## src/rtl/dice_pkg.sv

```systemverilog
// Shared types and constants for the dice roller bank: FSM states, value width
// and the active-low seven-segment digit table (bit 6 = g).
package dice_pkg;

  localparam int VAL_W = 7;

  typedef enum logic [1:0] {
    IDLE    = 2'd0,
    ROLLING = 2'd1,
    SHOW    = 2'd2
  } dice_state_e;

  localparam logic [6:0] DIGIT_SEG [10] = '{
    7'h40, 7'h79, 7'h24, 7'h30, 7'h19,
    7'h12, 7'h02, 7'h78, 7'h00, 7'h18
  };

endpackage

```

## src/rtl/dice_roller_bank_if.sv

```systemverilog
// Control and display bundle between the button/switch side (master) and the
// dice roller bank (slave).
interface dice_roller_bank_if #(
  parameter int NUM_DICE = 2
);
  // roll is a level; only its rising edge starts a roll, and edges seen while
  // busy are dropped. busy covers the animation phase, done pulses for one cycle
  // when die_val/sum latch, and those values stay valid until the next roll.
  logic                                 roll;
  logic [dice_pkg::VAL_W-1:0]           sides;
  logic                                 busy;
  logic                                 done;
  logic [dice_pkg::VAL_W*NUM_DICE-1:0]  die_val;
  logic [8:0]                           sum;
  logic [7*NUM_DICE-1:0]                seg_tens;
  logic [7*NUM_DICE-1:0]                seg_units;
  dice_pkg::dice_state_e                state;

  modport master (
    output roll, sides,
    input  busy, done, die_val, sum, seg_tens, seg_units, state
  );

  modport slave (
    input  roll, sides,
    output busy, done, die_val, sum, seg_tens, seg_units, state
  );
endinterface

```

## src/rtl/dice_seg_decode.sv

```systemverilog
// Splits a 0..99 die value into tens and units digits and maps each onto the
// active-low seven-segment pattern.
module dice_seg_decode
  import dice_pkg::*;
(
  input  logic [VAL_W-1:0] val,
  output logic [6:0]       tens,
  output logic [6:0]       units
);

  logic [VAL_W-1:0] tens_n;
  logic [3:0]       units_n;

  always_comb begin
    tens_n  = val / 7'd10;
    units_n = 4'(val % 7'd10);
    // Values above 99 never reach here; the clamp only keeps the index in range.
    tens    = DIGIT_SEG[(tens_n > 7'd9) ? 4'd9 : tens_n[3:0]];
    units   = DIGIT_SEG[units_n];
  end

endmodule

```

## src/rtl/dice_roller_bank.sv

```systemverilog
// Multi-die roller: odometer counters chained across dice, a fixed-length
// animation phase, then latched results, a total and a one-cycle done pulse.
module dice_roller_bank
  import dice_pkg::*;
#(
  parameter int NUM_DICE    = 2,
  parameter int MAX_SIDES   = 20,
  parameter int ANIM_CYCLES = 8
) (
  input  logic                clk,
  input  logic                reset,
  dice_roller_bank_if.slave   bus
);

  localparam int               AW        = $clog2(ANIM_CYCLES + 1);
  localparam logic [AW-1:0]    ANIM_LOAD = AW'(ANIM_CYCLES - 1);
  localparam logic [VAL_W-1:0] MAX_S     = VAL_W'(MAX_SIDES);

  dice_state_e      state;
  logic             roll_q;
  logic             start;
  logic             latch;
  logic             busy_q;
  logic             done_q;
  logic [AW-1:0]    anim;
  logic [VAL_W-1:0] sides_q;
  logic [VAL_W-1:0] sides_clamped;
  logic [VAL_W-1:0] cnt      [NUM_DICE];
  logic [VAL_W-1:0] cnt_next [NUM_DICE];
  logic [VAL_W-1:0] res      [NUM_DICE];
  logic [8:0]       sum_q;
  logic [8:0]       sum_next;

  assign start = bus.roll & ~roll_q;
  assign latch = (state == ROLLING) && (anim == '0);

  always_comb begin
    sides_clamped = bus.sides;
    if (bus.sides < 7'd2)       sides_clamped = 7'd2;
    else if (bus.sides > MAX_S) sides_clamped = MAX_S;
  end

  // Odometer: a die advances only when every lower die wraps this cycle. The
  // >= wrap test also pulls stale values back to 1 after sides_q shrinks.
  always_comb begin : odometer
    logic carry;
    carry    = 1'b1;
    sum_next = '0;
    for (int k = 0; k < NUM_DICE; k++) begin
      cnt_next[k] = cnt[k];
      if (carry) cnt_next[k] = (cnt[k] >= sides_q) ? 7'd1 : cnt[k] + 7'd1;
      carry    = carry & (cnt[k] >= sides_q);
      sum_next = sum_next + 9'(cnt_next[k]);
    end
  end

  always_ff @(posedge clk) begin
    if (reset) begin
      state   <= IDLE;
      roll_q  <= 1'b0;
      sides_q <= MAX_S;
      anim    <= '0;
      busy_q  <= 1'b0;
      done_q  <= 1'b0;
      sum_q   <= 9'(NUM_DICE);
      for (int k = 0; k < NUM_DICE; k++) begin
        cnt[k] <= 7'd1;
        res[k] <= 7'd1;
      end
    end else begin
      roll_q <= bus.roll;
      done_q <= 1'b0;
      for (int k = 0; k < NUM_DICE; k++) cnt[k] <= cnt_next[k];
      case (state)
        IDLE, SHOW: begin
          if (start) begin
            state   <= ROLLING;
            anim    <= ANIM_LOAD;
            busy_q  <= 1'b1;
            sides_q <= sides_clamped;
          end
        end
        ROLLING: begin
          if (latch) begin
            state  <= SHOW;
            busy_q <= 1'b0;
            done_q <= 1'b1;
            sum_q  <= sum_next;
            for (int k = 0; k < NUM_DICE; k++) res[k] <= cnt_next[k];
          end else begin
            anim <= anim - 1'b1;
          end
        end
        default: begin
          state  <= IDLE;
          busy_q <= 1'b0;
        end
      endcase
    end
  end

  assign bus.busy  = busy_q;
  assign bus.done  = done_q;
  assign bus.sum   = sum_q;
  assign bus.state = state;

  for (genvar k = 0; k < NUM_DICE; k++) begin : g_die
    logic [VAL_W-1:0] disp;
    assign disp = (state == ROLLING) ? cnt[k] : res[k];
    assign bus.die_val[VAL_W*k +: VAL_W] = disp;
    dice_seg_decode u_seg (
      .val   (disp),
      .tens  (bus.seg_tens[7*k +: 7]),
      .units (bus.seg_units[7*k +: 7])
    );
  end

endmodule

```

## src/flat_wrapper.sv

```systemverilog
// flat-port wrapper written by rule: the top's interface ports become plain ports
module dice_roller_bank_flat import dice_pkg::*;
#(
  parameter int NUM_DICE    = 2,
  parameter int MAX_SIDES   = 20,
  parameter int ANIM_CYCLES = 8
)
  (clk, reset, bus_roll, bus_sides, bus_busy, bus_done, bus_die_val, bus_sum, bus_seg_tens, bus_seg_units, bus_state);
  dice_roller_bank_if #(.NUM_DICE(NUM_DICE)) bus_i ();
  input  logic clk;
  input  logic reset;
  input wire logic [$bits(bus_i.roll)-1:0] bus_roll;
  input wire logic [$bits(bus_i.sides)-1:0] bus_sides;
  output wire logic [$bits(bus_i.busy)-1:0] bus_busy;
  output wire logic [$bits(bus_i.done)-1:0] bus_done;
  output wire logic [$bits(bus_i.die_val)-1:0] bus_die_val;
  output wire logic [$bits(bus_i.sum)-1:0] bus_sum;
  output wire logic [$bits(bus_i.seg_tens)-1:0] bus_seg_tens;
  output wire logic [$bits(bus_i.seg_units)-1:0] bus_seg_units;
  output wire logic [$bits(bus_i.state)-1:0] bus_state;
  assign bus_i.roll = bus_roll;
  assign bus_i.sides = bus_sides;
  assign bus_busy = bus_i.busy;
  assign bus_done = bus_i.done;
  assign bus_die_val = bus_i.die_val;
  assign bus_sum = bus_i.sum;
  assign bus_seg_tens = bus_i.seg_tens;
  assign bus_seg_units = bus_i.seg_units;
  assign bus_state = bus_i.state;
  dice_roller_bank #(.NUM_DICE(NUM_DICE), .MAX_SIDES(MAX_SIDES), .ANIM_CYCLES(ANIM_CYCLES)) u_core (.clk(clk), .reset(reset), .bus(bus_i));
endmodule
```

## config.mk

```make
export PLATFORM = sky130hd
export DESIGN_NAME = dice_roller_bank_flat
export DESIGN_NICKNAME = d
export VERILOG_FILES = /design/src/rtl/dice_pkg.sv /design/src/rtl/dice_roller_bank_if.sv /design/src/rtl/dice_seg_decode.sv /design/src/rtl/dice_roller_bank.sv /design/src/flat_wrapper.sv
export SDC_FILE = /design/constraint.sdc
export NUM_CORES = 1
export LEC_CHECK = 0
export CAP_MARGIN = 10
export CORE_MARGIN = 4
export CORE_UTILIZATION = 45
export CTS_CLUSTER_DIAMETER = 200
export DETAILED_ROUTE_END_ITERATION = 8
export PLACE_DENSITY_LB_ADDON = 0.08
export SETUP_SLACK_MARGIN = 0.1
export SYNTH_ARGS = -nofsm -noshare
export SYNTH_HDL_FRONTEND = slang
export SYNTH_HIERARCHICAL = 1
export SYNTH_SLANG_ARGS = --single-unit
```

## constraint.sdc

```tcl
create_clock -name clk -period 9.7 [get_ports clk]
set_clock_uncertainty 0.15 [all_clocks]
set_input_delay 1.455 -clock clk [delete_from_list [all_inputs] [get_ports clk]]
set_output_delay 1.455 -clock clk [all_outputs]
set_load 0.01 [all_outputs]
```

==> results.sh <==
export IMPL_cts_path_max_buffers=2
export IMPL_clockRootBuffer="clkbuf_8"
export IMPL_critPathMostFrequentCell="mux2i_1"
export IMPL_io_buffers=63
export IMPL_post_route_min_period_ns=6.57
export IMPL_cts_tree="built"
export IMPL_initial_core_util_pct=46.0
export IMPL_die_area_um2=11700
export IMPL_antenna_found_initial=0
export IMPL_finalHoldViolCount=0
export IMPL_max_freq_mhz=152
export IMPL_die_y_um=108
export IMPL_cp_arrival_ns=4.96
export IMPL_cap_viol_max_count=0
export IMPL_wl_per_cell_um=14.3
export IMPL_routed_wl_um=10400
export IMPL_max_slew_margin_pct=37.7
export IMPL_holdWs_ns=0.312
export IMPL_path_max_fanout=19
export IMPL_status="complete, no violations"
export IMPL_hold_buffers=0
export IMPL_nets=653
export IMPL_cts_setup_buffers=0
export IMPL_area_growth_syn_to_layout_pct=17.2
export IMPL_cp_required_ns=8.10
export IMPL_peakVddDrop_mv=0.0767
export IMPL_final_max_slew_viol_count=0
export IMPL_yosys_warnings=6
export IMPL_gp_congestion=0.848
export IMPL_cp_cell_sequence="nand2b_1 -> buf_4 -> mux2_2 -> nor2b_1 -> xnor2_1 -> o21ai_0 -> a21oi_1 -> ha_1 -> a211oi_1 -> o21ai_0 -> nand3_1 -> mux2i_1 -> inv_1 -> ha_1 -> inv_1 -> mux2i_1 -> mux2i_1 -> clkdlybuf4s50_1"
export IMPL_ys_flop_type="dfxtp_1"
export IMPL_p_leak_nw=2.22
export IMPL_grt_first_pass_wirelength_um=17500
export IMPL_dr_first_iter_drc_count=181
export IMPL_ios=65
export IMPL_setup_tns_ns=0
export IMPL_synthArstFlopShare_pct=0
export IMPL_layout_setup_ws_ns=3.13
export IMPL_clk_pin_slew_ns=0.09
export IMPL_tightest_slew_ns=0.933
export IMPL_synth_seq_area_share_pct=25.8
export IMPL_syn_avg_cell_area_um2=8.17
export IMPL_grt_pass1_vias=3762
export IMPL_finalPower_w=0.000860
export IMPL_drtPass1Iterations=4
export IMPL_power_density_nw_per_um2=163
export IMPL_post_cts_resized=0
export IMPL_layout_commonest_cell="clkdlybuf4s50_1"
export IMPL_cp_end_kind="output port"
export IMPL_cp_start_kind="register"
export IMPL_slowest_stage="clkdlybuf4s50_1"
export IMPL_viasPerCell=5.53
export IMPL_rsz0062_at_grt="no"
export IMPL_syn_area_um2=4500
export IMPL_insertion_delay_ns=0.30
export IMPL_worstSetupPathType="reg2out"
export IMPL_min_period_over_period_pct=67.7
export IMPL_num_vias=4035
export IMPL_grt_use_total_pct=18.1
export IMPL_drive_above_1_share_pct=7.21
export IMPL_dp_hpwl_um=7940
export IMPL_ys_ff_latch=51
export IMPL_grt_overflow=0
export IMPL_post_route_drc_count=0
export IMPL_cts_sinks=51
export IMPL_num_antenna_cells=0
export IMPL_layout_common_cells="clkdlybuf4s50_1, nor2_1, ha_1, dfxtp_1, inv_1"
export IMPL_numCtsBuffers=5
export IMPL_antenna_left=0
export IMPL_ctsHtreeMaxLevel=2
export IMPL_syn_inst=551
export IMPL_n_fill_cell=970
export IMPL_setup_violations=0
export IMPL_synth_edf_count=14
export IMPL_syn_nets=609
export IMPL_ys_types=77
export IMPL_dp_slack_ns=3.53
export IMPL_dieWidth_um=108
export IMPL_grt_max_degree=33
export IMPL_rows=36
export IMPL_crit_path_max_incr_delay_ns=0.55
export IMPL_min_path_type="reg2reg"
export IMPL_core_um2=9770
-- Yosys cell counts, types with 6 or more instances --
cell type | instances | area, µm²
nor2_1 | 58 | 218
ha_1 | 47 | 588
dfxtp_1 | 37 | 741
inv_1 | 35 | 131
nand2_1 | 34 | 128
a21oi_1 | 31 | 155
nand3_1 | 25 | 125
nor3_1 | 24 | 120
o21ai_0 | 19 | 95.1
clkbuf_1 | 14 | 52.6
edfxtp_1 | 14 | 420
mux2_2 | 13 | 146
nand2b_1 | 13 | 81.3
a31oi_1 | 12 | 75.1
mux2i_1 | 12 | 120
nor2b_1 | 12 | 75.1
a211oi_1 | 10 | 75.1
a21o_1 | 9 | 67.6
and3_1 | 8 | 50.1
xor2_1 | 7 | 61.3
buf_2 | 6 | 30.0
o211ai_1 | 6 | 45.0
-- sequential cells by signal (all words and copies together) (netlist names) --
name	cells
u_core/anim	4
u_core/bus.done	1
u_core/bus.state	2
u_core/bus.sum	8
u_core/cnt	14
u_core/res	14
u_core/roll_q	1
u_core/sides_q	7
-- per-layer routing --
layer / track usage [%] / routed length (µm)
met3: 2.51 / 339
met1: 24.4 / 4890
met2: 31.3 / 5110
met4: 2.98 / 62
met5: 0 / 0
-- final timing paths --
check	from	endpoint	slack, ns	cells after the start
setup / recovery	u_core/bus.state[1]	bus_seg_units[3]	3.13	18
hold / removal	u_core/sides_q[3]	u_core/sides_q[3]	0.31	2
setup reg to reg	u_core/cnt[0][7]	u_core/bus.sum[7]	5.62	13
hold reg to reg	u_core/sides_q[3]	u_core/sides_q[3]	0.31	2
-- logic make-up after synthesis --
family                     share of synthesized area, %
AOI/OAI and AO/OA                                  20.5
xor gates and xnor gates                           2.14
adders and majority gates                          13.7
buffers and inverters                              6.17
DFF                                                25.8
muxes                                              5.92
other                                            0.0833
and+or+nand+nor                                    25.7
-- power by group --
part | switching (W) | internal, W | total (W)
clock | 0.0000692 | 0.0000653 | 0.000134
combinational | 0.000250 | 0.000227 | 0.000478
sequential | 0.0000138 | 0.000234 | 0.000248
-- critical path, delay by kind of cell, from the launching register on --
family / cells / cell delay [ns]
muxes: 4 / 1.10
adders and majority gates: 2 / 0.64
and+or+nand+nor: 3 / 0.57
buffers and inverters: 4 / 1.01
DFF: 1 / 0.35
AOI/OAI and AO/OA: 4 / 0.83
xor gates and xnor gates: 1 / 0.14
-- cell type report --
| cell class | count | area (µm²) | area share [%] |
|---|---|---|---|
| clock buffer | 6 | 93.8 | 1.78 |
| clock inverter | 2 | 8.76 | 0.166 |
| inverter | 36 | 135 | 2.56 |
| multi-input combinational | 436 | 3060 | 58.1 |
| sequential | 51 | 1160 | 22.0 |
| tap | 133 | 166 | 3.16 |
| timing repair buffer | 65 | 646 | 12.2 |
-- metrics by stage --
step / std cells / utilization (%) / area (µm²)
2_1_floorplan: 551 / - / 4500
6_report: 729 / 53.9 / 5270
4_1_cts: 729 / 53.9 / 5270
5_1_grt: 729 / 53.9 / 5270
3_5_place_dp: 721 / 52.9 / 5170
3_3_place_gp: 721 / 52.9 / 5170
(Power assumes the default switching activity.)
